[src/rtl/bcd_pkg.sv]
// BCD price type shared by the order book and its clients.
package bcd_pkg;

  localparam int unsigned PriceDigits = 4;

  typedef logic [4*PriceDigits-1:0] price_t;

endpackage

[src/rtl/ob_pkg.sv]
// Order-book command/response types and client constants.
package ob_pkg;

  localparam int unsigned UidW    = 8;
  localparam int unsigned QtyW    = 16;
  localparam int unsigned OprandW = QtyW + $bits(bcd_pkg::price_t);

  typedef logic [UidW-1:0]    uid_t;
  typedef logic [QtyW-1:0]    quantity_t;
  typedef logic [OprandW-1:0] oprand_t;

  typedef enum logic [2:0] {
    Nop       = 3'd0,
    Buy       = 3'd1,
    Sell      = 3'd2,
    Cancel    = 3'd3,
    QryBidAsk = 3'd4
  } opcode_t;

  typedef enum logic [1:0] {
    S_Ok     = 2'd0,
    S_Trade  = 2'd1,
    S_Reject = 2'd2
  } status_t;

  typedef struct packed {
    uid_t    uid;
    opcode_t opcode;
    oprand_t oprand;
  } cmd_t;

  typedef struct packed {
    uid_t              uid;
    status_t           status;
    quantity_t         quantity;
    bcd_pkg::price_t   price;
  } rsp_t;

  localparam logic [31:0] TradeCntMax  = '1;
  localparam logic [15:0] OrphanCntMax = '1;

  function automatic oprand_t build_oprand(input opcode_t op, input quantity_t qty,
                                           input bcd_pkg::price_t price, input uid_t uid);
    oprand_t res;
    res = '0;
    case (op)
      Buy, Sell: res = {qty, price};
      Cancel:    res = oprand_t'(uid);
      default:   res = '0;
    endcase
    return res;
  endfunction

endpackage

[src/rtl/ob_client_tbl.sv]
// In-flight uid table: lowest-free allocation, free-by-uid, match and occupancy count.
module ob_client_tbl
  import ob_pkg::*;
#(
  parameter int unsigned N_OUT = 4
) (
  input  logic                         clk,
  input  logic                         rst,
  input  logic                         i_alloc,
  input  uid_t                         i_alloc_uid,
  input  logic                         i_free,
  input  uid_t                         i_free_uid,
  output logic                         o_match,
  output logic [$clog2(N_OUT+1)-1:0]   o_count
);

  localparam int unsigned CntW = $clog2(N_OUT + 1);

  logic [N_OUT-1:0]       r_vld;
  uid_t [N_OUT-1:0]       r_uid;
  logic [N_OUT-1:0]       w_alloc_sel;
  logic [N_OUT-1:0]       w_free_sel;

  // Both selections look only at pre-edge state, so a slot freed this cycle is
  // not reused until the next one.
  always_comb begin
    w_alloc_sel = '0;
    w_free_sel  = '0;
    o_count     = '0;
    for (int i = 0; i < N_OUT; i++) begin
      if (!r_vld[i] && (w_alloc_sel == '0)) w_alloc_sel[i] = 1'b1;
      if (r_vld[i] && (r_uid[i] == i_free_uid) && (w_free_sel == '0)) w_free_sel[i] = 1'b1;
      o_count = o_count + CntW'(r_vld[i]);
    end
    o_match = |w_free_sel;
  end

  always_ff @(posedge clk) begin
    if (rst) begin
      r_vld <= '0;
      r_uid <= '0;
    end else begin
      for (int i = 0; i < N_OUT; i++) begin
        if (i_alloc && w_alloc_sel[i]) begin
          r_vld[i] <= 1'b1;
          r_uid[i] <= i_alloc_uid;
        end else if (i_free && w_free_sel[i]) begin
          r_vld[i] <= 1'b0;
        end
      end
    end
  end

endmodule

[src/rtl/ob_client.sv]
// Host-side order-book client: issues uid-tagged commands, tracks them in flight,
// and forwards order-book responses to the host as held completions.
module ob_client
  import ob_pkg::*;
#(
  parameter int unsigned N_OUT = 4
) (
  input  logic                        clk,
  input  logic                        rst,
  input  logic                        req_vld,
  input  opcode_t                     req_opcode,
  input  quantity_t                   req_quantity,
  input  bcd_pkg::price_t             req_price,
  input  uid_t                        req_cancel_uid,
  output logic                        req_rdy,
  output uid_t                        req_uid,
  output logic                        cmd_vld_r,
  output cmd_t                        cmd_r,
  input  logic                        cmd_full_r,
  input  logic                        rsp_vld,
  input  rsp_t                        rsp,
  output logic                        rsp_accept,
  output logic                        cpl_vld,
  output rsp_t                        cpl_rsp,
  output logic                        cpl_orphan,
  input  logic                        cpl_rdy,
  output logic [$clog2(N_OUT+1)-1:0]  inflight,
  output logic [31:0]                 trade_cnt,
  output logic [15:0]                 orphan_cnt
);

  localparam int unsigned CntW = $clog2(N_OUT + 1);
  localparam logic [CntW-1:0] NOutCnt = CntW'(N_OUT);

  uid_t        r_uid;
  logic        r_cmd_vld;
  cmd_t        r_cmd;
  logic        r_cpl_vld;
  rsp_t        r_cpl_rsp;
  logic        r_cpl_orphan;
  logic [31:0] r_trade_cnt;
  logic [15:0] r_orphan_cnt;

  logic        w_accept;
  logic        w_consume;
  logic        w_is_trade;
  logic        w_match;
  logic        w_orphan;

  always_comb begin
    req_rdy    = !rst && !cmd_full_r && (inflight < NOutCnt);
    rsp_accept = !rst && (!r_cpl_vld || cpl_rdy);
    w_accept   = req_vld && req_rdy;
    w_consume  = rsp_vld && rsp_accept;
    w_is_trade = (rsp.status == S_Trade);
    w_orphan   = !w_is_trade && !w_match;
  end

  ob_client_tbl #(
    .N_OUT (N_OUT)
  ) u_tbl (
    .clk         (clk),
    .rst         (rst),
    .i_alloc     (w_accept),
    .i_alloc_uid (r_uid),
    .i_free      (w_consume && !w_is_trade),
    .i_free_uid  (rsp.uid),
    .o_match     (w_match),
    .o_count     (inflight)
  );

  always_ff @(posedge clk) begin
    if (rst) begin
      r_uid        <= '0;
      r_cmd_vld    <= 1'b0;
      r_cmd        <= '0;
      r_cpl_vld    <= 1'b0;
      r_cpl_rsp    <= '0;
      r_cpl_orphan <= 1'b0;
      r_trade_cnt  <= '0;
      r_orphan_cnt <= '0;
    end else begin
      r_cmd_vld <= w_accept;
      if (w_accept) begin
        r_uid <= r_uid + 1'b1;
        r_cmd <= '{uid:    r_uid,
                   opcode: req_opcode,
                   oprand: build_oprand(req_opcode, req_quantity, req_price, req_cancel_uid)};
      end
      if (w_consume) begin
        r_cpl_vld    <= 1'b1;
        r_cpl_rsp    <= rsp;
        r_cpl_orphan <= w_orphan;
        if (w_is_trade && (r_trade_cnt != TradeCntMax)) r_trade_cnt <= r_trade_cnt + 1'b1;
        if (w_orphan && (r_orphan_cnt != OrphanCntMax)) r_orphan_cnt <= r_orphan_cnt + 1'b1;
      end else if (cpl_rdy) begin
        r_cpl_vld <= 1'b0;
      end
    end
  end

  assign req_uid    = r_uid;
  assign cmd_vld_r  = r_cmd_vld;
  assign cmd_r      = r_cmd;
  assign cpl_vld    = r_cpl_vld;
  assign cpl_rsp    = r_cpl_rsp;
  assign cpl_orphan = r_cpl_orphan;
  assign trade_cnt  = r_trade_cnt;
  assign orphan_cnt = r_orphan_cnt;

endmodule

[config.mk]
export PLATFORM = sky130hd
export DESIGN_NAME = ob_client
export DESIGN_NICKNAME = d
export VERILOG_FILES = /design/src/rtl/bcd_pkg.sv /design/src/rtl/ob_pkg.sv /design/src/rtl/ob_client_tbl.sv /design/src/rtl/ob_client.sv
export SDC_FILE = /design/constraint.sdc
export NUM_CORES = 1
export LEC_CHECK = 0
export CORE_MARGIN = 4
export CORE_UTILIZATION = 50
export CTS_CLUSTER_SIZE = 16
export DETAILED_ROUTE_END_ITERATION = 12
export PLACE_DENSITY = 0.87
export SETUP_SLACK_MARGIN = 0.1
export SLEW_MARGIN = 10
export SYNTH_ARGS = -nofsm -noshare
export SYNTH_HDL_FRONTEND = slang
export SYNTH_SLANG_ARGS = --single-unit
[constraint.sdc]
create_clock -name clk -period 5.8 [get_ports clk]
set_clock_uncertainty 0.05 [all_clocks]
set_input_delay 1.16 -clock clk [delete_from_list [all_inputs] [get_ports clk]]
set_output_delay 1.16 -clock clk [all_outputs]
set_load 0.02 [all_outputs]
==> impl_summary.md, run 1 <==
Worst hold path
The source of the worst hold timing path is cmd_r[33]$_SDFFE_PP0P_. The min-delay analysis places its worst path in the category reg -> reg.

Setup path
In this run the register-to-register setup slack is approximately 2.2 ns. Traced cell by cell, the critical path runs through ha_1 -> inv_1 -> fa_1 -> ha_1 -> nor3_1 -> clkdlybuf4s50_1. The startpoint of the worst-slack reg-to-reg timing path is u_tbl.r_vld[0]$_SDFFE_PP0P_. The type of the worst setup path is reg -> out. The highest cell delay on the worst timing path is 0.67 ns.

For this design, the slowest cell found on the critical path is clkdlybuf4s50_1. In this design, the critical path's most frequently occurring cell is ha_1. The launching instance or port of the critical path is u_tbl.r_vld[0]$_SDFFE_PP0P_. STA puts the critical path data required time at ~4.6 ns.

The endpoint arrival time on the critical path is between 2 and 3 ns. In this run the worst path has a maximum fanout of 14. The critical path startpoint category is a flop. The critical path endpoint category is an output port.

Power
Dividing total power by cell area gives a power density of roughly 260 mW/mm^2. The overall power after layout is about 2.7 mW. The largest voltage drop on the vdd net is around 0.17 mV. The static leakage is around 4.0 nW.

Route
Using the TritonRoute via totals, the vias-per-cell ratio works out to 5.56. The DRC violation count after routing is 0. The routed layout has 7056 vias. The wire length after detailed routing is approximately 21000 um. The first routing iteration left roughly 640 violations. Dividing the detail-routed wire length by the instance count gives approximately 16 um. The total iterations of the first detailed-routing run is 6. The count of nets left with antenna violations once routing finished came out at 0.

Placed design
The placed standard-cell area is between 0.009 and 0.01 mm^2. After detailed placement, the design holds a cell count of 1238. Buffers placed on the I/O ports in this run total between 200 and 250.

The congestion estimate from routability-driven global placement came to 0.812. Detailed placement ended at an HPWL of ~14000 um.

Logic synthesis
The synthesis-stage register bit count is 180. Of all flip-flops after synthesis, the portion carrying an async set or reset was 0. The sequential element share of the synthesized area is 0.475.

A synthesized cell averages approximately 8.6 um^2. The number of enable-type register cells in the synthesized netlist is 0. In this run, distinct cell masters in the synthesized netlist total 54. After synthesis, the share of cell area in mux cells is 0.0211. The synthesized netlist cell count is just under 900. The xor/xnor share of the synthesized area is 0.0773.

After synthesis, the largest family of logic cells by area is simple AND/OR/NAND/NOR gates. In the synthesized netlist the dominant register cell turns out to be dfxtp_1. The number of nets in the synthesized netlist is between 900 and 1000. The count of synthesis-stage warnings from yosys is 0.

The fraction of the mapped netlist area in compound gates is 0.101. Of the total synthesized cell area, the portion taken by full adders, half adders and majority gates is 0.0142. In this run the cell area of the synthesized design comes to approximately 0.0076 mm^2.

Of the total synthesized cell area, the portion taken by AND, OR, NAND and NOR gates is 0.264.

Clocking
CTS built an H-tree with a depth of 4. The post-CTS resize count is 0. The number of buffers added for setup after CTS is 0.

Clock tree synthesis inserted a total of 17 buffers. Counting along the longest clock path gives a buffer depth of 2. The source-to-sink clock delay at the later pin of the worst-skew pair is 0.42 ns. Clock-pin slew was measured on the worst setup and hold paths at around 0.060 ns. TritonCTS built the clock tree. The clock drives 180 sinks. For this design, the CTS-stage hold fixing added 0 buffers. The clock tree root buffer cell is clkbuf_16.

Die
In this run the count of I/O pins placed on the die edge is 240. The floorplan die height is 131 um. The die area is between 0.015 and 0.02 mm^2.

The horizontal die dimension is about 130 um. The initial standard-cell utilization of the core is 0.516. The number of core rows is 44. The placeable core area is around 0.015 mm^2.

Finish
The number of antenna diodes in the final layout is 0. The library cells used most frequently in the layout, excluding fill and tap cells, are clkdlybuf4s50_1, dfxtp_1, nand2_1. In the final layout, the share of cells above drive strength 1 is 0.0452. The design area is 0.0105 mm^2. Leaving out filler cells and counting taps, the final layout contains approximately 1300.

The most common library cell in the layout ignoring fill and taps is clkdlybuf4s50_1. The post-layout net count is about 1200. The area growth from synthesis to layout is 38.5%.

GRT
The number of global-route vias before repair was 6600. In the global route stage, overall resource usage came out at 0.230. Entering global routing, the biggest net connects between 60 and 70 pins.

The wire length of the first global-routing pass is ~33000 um. The initial antenna violation count is 0. The total congestion overflow after global routing is 0.

Timing
Setup violations remaining at the end of the flow were counted as 0. In the finished design, the share of the clock period the worst path needs comes to 0.694. The final number of max-transition violations is 0. The max-slew headroom at the worst pin is 0.212. The upper clock frequency limit is 248 MHz. The final hold violation count is 0. Setup repair after global routing left no endpoint under its margin. The transition time at the pin with the least slew margin is between 1 and 1.5 ns. Setup total negative slack on the finished layout was measured at 0 ns. After layout, the minimum clock period comes to roughly 4 ns.

Status
The flow ran to the end, and the final reports show no timing, DRC or antenna violations.

Run
Max-cap violations in this run came to 0.
-- cells in the mapped netlist, types with 2 or more instances --
library cell / number / area share
nand2b_1: 2 / 0.0017
nand3b_1: 2 / 0.0020
buf_1: 7 / 0.0035
nor3_1: 14 / 0.0092
nor3b_1: 2 / 0.0020
o311ai_0: 5 / 0.0058
xnor2_1: 25 / 0.029
and4_1: 8 / 0.0092
a22oi_1: 24 / 0.024
nor3_2: 2 / 0.0026
nand3_1: 77 / 0.051
or3_1: 7 / 0.0058
inv_1: 6 / 0.0030
buf_6: 4 / 0.0059
ha_1: 7 / 0.012
xor2_1: 40 / 0.046
buf_2: 16 / 0.011
nor2_1: 89 / 0.044
nand2_1: 147 / 0.073
clkbuf_1: 33 / 0.016
a21oi_1: 48 / 0.032
nor2b_1: 2 / 0.0017
a31oi_1: 2 / 0.0017
buf_4: 7 / 0.0069
or4_1: 7 / 0.0069
nand4_1: 21 / 0.017
mux2i_1: 16 / 0.021
and3_1: 14 / 0.012
o31ai_1: 6 / 0.0059
nor4_1: 5 / 0.0041
a222oi_1: 8 / 0.011
o41ai_1: 4 / 0.0046
dfxtp_1: 180 / 0.48
and2_1: 2 / 0.0017
o21ai_0: 20 / 0.013
-- registers in the layout, indices dropped and copies added, names as in the netlist --
| register | count |
|---|---|
| cmd_vld_r | 1 |
| cpl_orphan | 1 |
| cmd_r | 43 |
| req_uid | 8 |
| cpl_vld | 1 |
| u_tbl.r_uid | 32 |
| cpl_rsp | 42 |
| u_tbl.r_vld | 4 |
| orphan_cnt | 16 |
| trade_cnt | 32 |
-- worst paths after layout --
kind	end	depth (start not counted)
worst max-delay path	req_rdy	6
worst min-delay path	cmd_r[33]$_SDFFE_PP0P_	2
worst max register to register	u_tbl.r_uid[29]$_SDFFE_PP0P_	11
worst min register to register	cmd_r[33]$_SDFFE_PP0P_	2
-- per-layer routing --
layer  global-route usage  share of wire  vias up
li1                     -              -     3431
met1                0.290           0.42     3357
met2                0.386           0.49      238
met3               0.0604          0.068       30
met4               0.0805          0.020        0
met5                    0              0        -
-- critical path, delay by kind of cell (launching register included) --
family,cells,cell delay (ns)
adders and majority gates,3,0.84
buffers and inverters,2,0.72
DFF,1,0.61
and+or+nand+nor,1,0.25
-- stage by stage --
stage / worst slack (ns) / util / hold WS (ns)
2_1_floorplan: 2.54 / - / 0.398
3_3_place_gp: 1.66 / 0.674 / 0.390
3_5_place_dp: 1.58 / 0.674 / 0.394
4_1_cts: 1.76 / 0.714 / 0.405
5_1_grt: 1.65 / 0.714 / 0.424
6_report: 1.77 / 0.714 / 0.402
-- layout make-up --
type,count,area [um^2]
sequential,180,3600
timing repair buffer,243,2420
tap,184,230
multi-input combinational,624,3630
inverter,7,28.8
clock buffer,20,457
clock inverter,11,128
fill,1100,4200
-- kinds of logic (layout without fill, tap and decap cells) --
kind of cell	after synthesis	count (layout)
AND/OR/NAND/NOR	414	414
flip-flops	180	180
AO/OA/AOI/OAI	120	120
buffers and inverters	74	281
XOR/XNOR	66	66
multiplexers	16	16
adder cells (fa/ha/maj)	8	8
-- where the power goes --
group	internal, mW	switching [mW]
clock network	0.657	0.479
logic	0.127	0.135
registers	1.26	0.0179
total	2.05	0.632
No activity file was read; power rests on OpenSTA's default activity.
==> run 2: changes to the inputs <==
CORE_UTILIZATION = 47   (was 50)
PLACE_DENSITY = 0.83   (was 0.87)
clock period = 3.9 ns   (was 5.8 ns; I/O delays follow)
==> run 2 against run 1 <==
Net effect: clock power is 40% higher; utilization fell by 4.6 points; largest power group unchanged; design area grew 0.72%; combinational power up 50%; flip-flop and latch count did not move; die area grew 6.0%; worst hold slack better by 0.00066 ns; via count shrank 1.6%; first-iteration DRC count is 37% lower; global-route usage down 0.74 points.
==> impl_summary.md, run 2 (synthesis gave the netlist of run 1 again) <==
Status
The flow ran to the end, and the final reports show no timing, DRC or antenna violations.

Finish
The share of post-route cells with drive strength above 1 is 0.0512 (+0.00603). The library cell used most frequently in the layout, excluding fill and tap cells, is clkdlybuf4s50_1. The number of flip-flops under the largest register name is 43 (unchanged). The antenna cell count is 0 (unchanged). In the layout the commonest cells are clkdlybuf4s50_1, dfxtp_1, nand2_1. The post-layout net count came to 1181 (+0.77%).

The area growth from synthesis to layout is 39.5%. The final standard cell utilization of the core was 0.668 (-0.0462).

Placed design
The quantity of I/O buffers inserted on ports is 239 (unchanged). The detailed placer's ending HPWL is 14600 um (+1.4%). The final weighted congestion in routability-driven placement is 0.861 (+6.0%). The worst setup timing slack at the placement stage came to 0.654 ns (-0.930 ns).

Route
The number of nets with antenna violations after detailed routing is 0 (unchanged). The count of vias placed by the detailed router came to 6942 (-1.6%). The wire length after detailed routing came to 20700 um (about the same). The DRC violation count after routing is 0 (unchanged). The post-detailed-route via-to-cell ratio was 5.30 (-4.7%).

The number of DRC violations after detailed-routing iteration 0 came to 399 (-37%). The total iterations of the first detailed-routing run is 5 (-1). The routed length per instance is 15.8 um (-3.2%).

Timing
Static timing analysis puts the maximum clock frequency at 288 MHz. The final setup violation count is 0 (unchanged). The final number of max-transition violations is 0 (unchanged). The max-slew headroom at the worst pin is 0.498 (+0.287). The transition time at the pin with the least slew margin was 0.751 ns (-0.428 ns). The final clock period utilization by the worst path is 0.890. The setup total negative slack is 0 ns (unchanged). The final hold violation count is 0 (unchanged).

After layout, the minimum clock period comes to around 3.5 ns. Setup repair after global routing left no endpoint under its margin. The worst path setup slack after routing is 0.428 ns (-1.35 ns).

Power
The overall power after layout was 3.90 mW (+46%). The sequential cell fraction of total power is 0.489 (+0.011). The power density over the cells came to 369 mW/mm^2 (+45%). The total net switching power is 0.920 mW (+45%). The switching share of power came to 0.236 (about the same).

The logic gate share of total power is 0.101 (+0.003). The clock group share of total power is 0.411 (-0.013). The static leakage was 4.06 nW (+0.81%). The largest voltage drop on the vdd net is 0.310 mV (+84%). The cell internal power dissipation was 2.98 mW (+46%).

Die
The floorplan die height is 135 um (+2.9%). The placeable core area is 0.0158 mm^2 (+7.7%). The number of core rows is 46 (+4.5%).

The initial standard-cell utilization of the core is 0.479 (-0.0368). The die area is 0.0182 mm^2 (+6.0%). The I/O pin count is 240 (unchanged). The horizontal die dimension came to 135 um (+2.9%).

Setup path
The data required time of the worst path is 3.07 ns (-1.52 ns). The endpoint arrival time on the critical path came to 2.64 ns (-0.18 ns). The minimum setup slack among reg-to-reg paths is 0.90 ns (-1.29 ns). The largest fanout on the critical path was 5 (-9).

The worst setup path is launched from a flop. The critical path is of the reg -> out type. The critical path endpoint category is an output port.

Clocking
The H-tree depth was 4 (unchanged). The number of buffers added for setup after CTS was 0 (unchanged). The source-to-sink clock delay at the later pin of the worst-skew pair was 0.42 ns (about the same). The count of clock tree sinks was 180 (unchanged). The number of CTS-inserted buffers was 17 (unchanged). The register clock-pin slew on the reported worst setup and hold paths is 0.07 ns (about the same).

The post-CTS resize count was 0 (unchanged). TritonCTS built the clock tree. The hold buffer count at CTS is 0 (unchanged). The clock tree root buffer cell is clkbuf_16. The number of buffers on the longest clock path was 2 (unchanged).

GRT
The initial antenna violation count came to 0 (unchanged). The number of global-route vias before repair is 6644 (+0.67%). The overall routing resource usage is 0.223 (-0.00740). The maximum number of pins on one net before global-route repair came to 72 (+5.9%). The total congestion overflow after global routing is 0 (unchanged). The wire length of the first global-routing pass is 33200 um (-0.39%).

Worst hold path
The worst hold-check path type is reg -> reg.

Run
The count of max-cap constraint violations is 0 (unchanged).
==> run 2: changes by cell type in the layout (fill, tap and decap cells not counted), sizes merged <==
cell      before  now
buf            5   14
bufinv         2    1
clkbuf        20   23
clkinv         1    3
clkinvlp       6    4
inv            9    7
==> run 2: metal layers <==
layer | up-vias | part of all wire | track usage
met4 | 0 | 0.019 | 0.0778
met5 | - | 0 | 0
met2 | 202 | 0.49 | 0.375
met3 | 29 | 0.066 | 0.0577
li1 | 3446 | - | -
met1 | 3265 | 0.43 | 0.279
==> run 2: power groups by stage <==
stage	clock network [mW]	logic, mW	registers (mW)
after CTS	1.64	0.396	1.91
after floorplan	0	0.137	1.99
final	1.60	0.392	1.91
after detailed placement	0	0.395	1.95
after global routing	1.72	0.422	1.91
after global placement	0	0.390	1.95
==> run 2: critical path: stages (launching register included) <==
cell and delay [ns]:
dfxtp_1 0.38, inv_1 0.06, ha_1 0.26, inv_1 0.05, fa_1 0.35, ha_1 0.21, nor3_2 0.23, clkdlybuf4s50_1 0.67
==> run 2: cell type report <==
type	count	area (um^2)
Clock inverter	8	78.8
Timing Repair Buffer	252	2490
Fill cell	1329	5250
Inverter	7	28.8
Sequential cell	180	3600
Tap cell	216	270
Multi-Input combinational cell	624	3640
Clock buffer	23	468
==> run 2: worst paths after layout <==
kind	start	end	cells after the start
max	u_tbl.r_vld[1]$_SDFFE_PP0P_	req_rdy	7
min	cpl_rsp[31]$_SDFFE_PP0P_	cpl_rsp[31]$_SDFFE_PP0P_	2
max reg2reg	u_tbl.r_vld[1]$_SDFFE_PP0P_	cmd_r[0]$_SDFFE_PP0P_	11
min reg2reg	cpl_rsp[31]$_SDFFE_PP0P_	cpl_rsp[31]$_SDFFE_PP0P_	2
==> run 2: stage by stage <==
stage	instance area, um^2	hold WS [ns]	cells
after floorplan	7580	0.398	878
after global placement	10000	0.390	1279
after detailed placement	10000	0.394	1279
after CTS	10600	0.404	1310
after global routing	10600	0.419	1310
final	10600	0.403	1310
==> run 3: changes to the inputs <==
SKIP_LAST_GASP = 1   (was default)
==> results of run 3 <==
Final layout, timing and power as in run 2 (identical DEF).
